<file path="src/rtl/counter_arbiter.sv">
// counter_arbiter: round-robin arbiter that hands a shared counter FSM to one requester at a time
module counter_arbiter #(
    parameter int CNT_WIDTH = 8,
    parameter int NUM_REQ   = 4
) (
    input  logic                         clk,
    input  logic                         rst_n,
    input  logic [NUM_REQ-1:0]           req_i,
    input  logic [NUM_REQ*CNT_WIDTH-1:0] cnt_val_i,
    output logic [NUM_REQ-1:0]           gnt_o,
    output logic [NUM_REQ-1:0]           ack_o,
    output logic                         busy_o,
    output logic                         start_o,
    output logic [CNT_WIDTH-1:0]         cnt_val_o,
    input  logic                         cnt_idle_i,
    input  logic                         cnt_done_i
);
    localparam int IW = $clog2(NUM_REQ);

    typedef enum logic [1:0] {IDLE, LAUNCH, WAIT, RELEASE} state_t;

    state_t                 state_q, state_d;
    logic [IW-1:0]          owner_q, owner_d, last_q, last_d, win, idx;
    logic [CNT_WIDTH-1:0]   val_q, val_d;
    logic                   found;
    logic [CNT_WIDTH-1:0]   slice [NUM_REQ];

    for (genvar g = 0; g < NUM_REQ; g++) begin : g_slice
        assign slice[g] = cnt_val_i[g*CNT_WIDTH +: CNT_WIDTH];
    end

    // first requester scanning upward from the one after the last owner
    always_comb begin
        win   = last_q;
        idx   = '0;
        found = 1'b0;
        for (int i = 1; i <= NUM_REQ; i++) begin
            idx = IW'((int'(last_q) + i) % NUM_REQ);
            if (!found && req_i[idx]) begin
                found = 1'b1;
                win   = idx;
            end
        end
    end

    // state, owner, latched target and last owner registers
    always_ff @(posedge clk or negedge rst_n) begin
        if (!rst_n) begin
            state_q <= IDLE;
            owner_q <= '0;
            last_q  <= IW'(NUM_REQ - 1);
            val_q   <= '0;
        end else begin
            state_q <= state_d;
            owner_q <= owner_d;
            last_q  <= last_d;
            val_q   <= val_d;
        end
    end

    // next state; target is captured once at grant so later input changes are ignored
    always_comb begin
        state_d = state_q;
        owner_d = owner_q;
        last_d  = last_q;
        val_d   = val_q;
        case (state_q)
            IDLE: if (found && cnt_idle_i) begin
                state_d = LAUNCH;
                owner_d = win;
                val_d   = slice[win];
            end
            LAUNCH:  state_d = (val_q != '0) ? WAIT : RELEASE;
            WAIT:    state_d = cnt_done_i ? RELEASE : WAIT;
            default: begin
                state_d = IDLE;
                last_d  = owner_q;
            end
        endcase
    end

    // outputs decoded purely from registered state
    always_comb begin
        gnt_o     = (state_q != IDLE) ? NUM_REQ'(1) << owner_q : '0;
        ack_o     = (state_q == RELEASE) ? NUM_REQ'(1) << owner_q : '0;
        start_o   = (state_q == LAUNCH) && (val_q != '0);
        busy_o    = state_q != IDLE;
        cnt_val_o = val_q;
    end
endmodule

</file>
<file path="config.mk">
export PLATFORM = sky130hd
export DESIGN_NAME = counter_arbiter
export DESIGN_NICKNAME = d
export VERILOG_FILES = /design/src/rtl/counter_arbiter.sv
export SDC_FILE = /design/constraint.sdc
export NUM_CORES = 1
export LEC_CHECK = 0
export BUFFER_PORTS_ARGS = -buffer_cell sky130_fd_sc_hd__buf_2
export CORE_UTILIZATION = 49
export CTS_BUF_LIST = sky130_fd_sc_hd__clkbuf_4 sky130_fd_sc_hd__clkbuf_8
export DETAILED_ROUTE_END_ITERATION = 8
export PLACE_DENSITY = 0.87
export SLEW_MARGIN = 15
export SYNTH_ARGS = -nofsm -noshare
export SYNTH_HDL_FRONTEND = slang
export SYNTH_SLANG_ARGS = --single-unit
</file>
<file path="constraint.sdc">
create_clock -name clk -period 3.1 [get_ports clk]
set_clock_uncertainty 0.05 [all_clocks]
set_input_delay 0.155 -clock clk [delete_from_list [all_inputs] [get_ports clk]]
set_output_delay 0.155 -clock clk [all_outputs]
set_load 0.005 [all_outputs]
</file>
==> out/metrics.cfg <==
[status]
status=finished, final reports clean

[clock_network]
cts_buffer_depth=2
tritoncts=yes
htree_levels=1
root_buffer=clkbuf_4
cts_inserted_buffers=3
path_clk_slew_ps=100
cts_resized=0
clk_latency_ps=280
hold_buffers=1
post-cts-setup-buffers=0
clock_sinks=14

[yosys]
yosysWarnings=0
ys_seq_area_share_pct=32.98
yosys.area.top_type=dfrtp_1
synth_area_per_cell_sq_um=8.697
syn_area_sq_um=1070
netlist_top_cells_count=a211oi_1 (16), nand2_1 (14), o31ai_1 (13), dfrtp_1 (12), and3_1 (11)
synth_nets=167
ys_ff_latch=14
synthTopCellsByArea=dfrtp_1 (28%), a211oi_1 (11%), o31ai_1 (9.1%)
yosysMostFrequentCell=a211oi_1
synth-main-ff-cell=dfrtp_1
synth_edf_count=0
synth_cell_types=34
async_flop_share_pct=100.0
yosysTopAreaCellShare_pct=28.07
synth_cells=123

[cells_and_area]
final_nets=222
area_growth_syn_to_layout_pct=28.89
insertedDiodeCount=0
nFillCells=166
layout-drive-gt1-share_pct=39.55

[sta]
fin_ws_ps=960.8
min_period_ps=2139
relSlewSlack_pct=62.80
setup_tns_ps=0
drv_slew=0
max_freq_ghz=0.4675
setup-violations-final=0
rsz0062_at_grt=false
tightest_slew_ps=550.9
post-route-period-util_pct=69.01
hold_viol_final=0

[worst_setup_path]
r2r-start=last_q[0]
required_ps=3210
regToRegSetupSlack_ps=960
crit_slowest_cell=dfstp_2
cp_num_buf_inv=0
cp.depth=5
timing_worst_setup_path_type=reg2reg
startpoint=last_q[0]
cp-start-kind=flip-flop
crit_chain=and2b_1, o21ai_1, nand3_1, a211oi_1, o31ai_1
r2r_cells=5
cp-end-kind=flip-flop
crit_family=compound AO/OA/AOI/OAI gates
crit_end=cnt_val_o[2]
cp.arrival_ps=2250
cpPeakStageDelay_ps=570
reg2reg_to=cnt_val_o[2]
path_max_fanout=14

[placed_design]
dp_hpwl_um=2168
dp_worst_setup_slack_ps=1013
gp_congestion=0.7772
portBuffers=57

[floorplanning]
num_rows=16
initial_core_util_pct=53.44
fp.dieW_um=48.73
io_pins=58
die-area_sq_um=2374
die_height_um=48.73
coreArea_sq_um=2002

[global_routing]
grt_pass1_vias=1096
grt_pass1_wl_um=4692
track_usage_pct=25.53
antenna_found_initial=0
grt_max_degree=17
overflow=0

[routing]
post_drt_wl_per_cell_um=14.03
vias_per_cell=5.784
drtAntennaViolNets=0
wl_um=2863
vias=1180
drtIter0Drc=45
drc=0
drtPass1Iterations=4

[power_and_ir_drop]
p_leak_nw=0.6922
ir_worst_vdd_mv=0.4014
power_per_cell_area_nw_per_um2=835.3

[run]
cap_violations=0

[hold_path]
holdPathStages=3
min_from=cnt_val_i[30]
holdCritPathClass=in2reg

-- final cells by class --
| class | instances | area (sq um) | area share, % |
|---|---|---|---|
| multi-input combinational | 96 | 641.9 | 46.55 |
| sequential | 14 | 352.8 | 25.59 |
| timing repair buffer | 58 | 295.3 | 21.42 |
| clock buffer | 4 | 36.28 | 2.632 |
| tap | 27 | 33.78 | 2.450 |
| inverter | 5 | 18.77 | 1.361 |
-- per-stage QoR --
step                std cells  util (%)  cell area (sq um)  hold WS, ps  total power [mW]
floorplan                 123         -               1070       -190.6            0.8260
global placement          199     66.56               1333        12.70            0.9763
detailed placement        199     66.56               1333        15.54             1.012
CTS                       204     68.88               1379        62.13             1.147
global route              204     68.88               1379        87.45             1.251
finish                    204     68.88               1379        63.52             1.152
-- state kept, by name, summed over array words and instances, names as in the netlist --
register	cells
last_q	2
state_q	2
owner_q	2
cnt_val_o	8
-- routing by layer --
layer  GRT usage (%)  share of wire [%]
met5               0                  0
met4           14.22                1.7
met3           2.516                7.8
met2           44.44                 48
met1           30.56                 42
-- layout by cell type (no fill, tap or decap), types with 2 or more instances in the layout --
master	instances
nor4_1	2
nor2_1	7
dfrtp_1	12
dfstp_2	2
buf_2	57
a211oi_1	16
clkbuf_4	3
nand2_1	14
nor2b_1	3
nand3_1	2
inv_1	4
ha_1	4
o21ai_1	2
nor3b_1	3
and3_1	11
o31ai_1	13
o21ai_0	4
-- worst register-to-register path: cells and delay by family (launching register included) --
kind,cells,cell delay (ps)
simple gates,2,660
compound gates,3,740
flops,1,570
-- worst min-delay path by stage --
| stage | end | slack [ps] |
|---|---|---|
| final | cnt_val_o[6] | 60 |
| after detailed placement | cnt_val_o[5] | 20 |
| after global routing | cnt_val_o[6] | 90 |
| after floorplan | cnt_val_o[0] | -190 |
| after global placement | cnt_val_o[5] | 10 |
| after CTS | cnt_val_o[6] | 60 |
-- kinds of logic after synthesis --
family	count (synthesis)	synth area share, %
multiplexers	1	1.053
AO/OA/AOI/OAI	42	29.47
flip-flops	14	32.98
adder cells (fa/ha/maj)	4	4.679
buffers and inverters	13	7.016
AND/OR/NAND/NOR	49	24.80
-- report_power, final --
group          switching (mW)  internal, mW
registers              0.0910         0.279
logic                   0.371         0.274
clock network          0.0658        0.0715
Power figures use the tool's default switching activity.
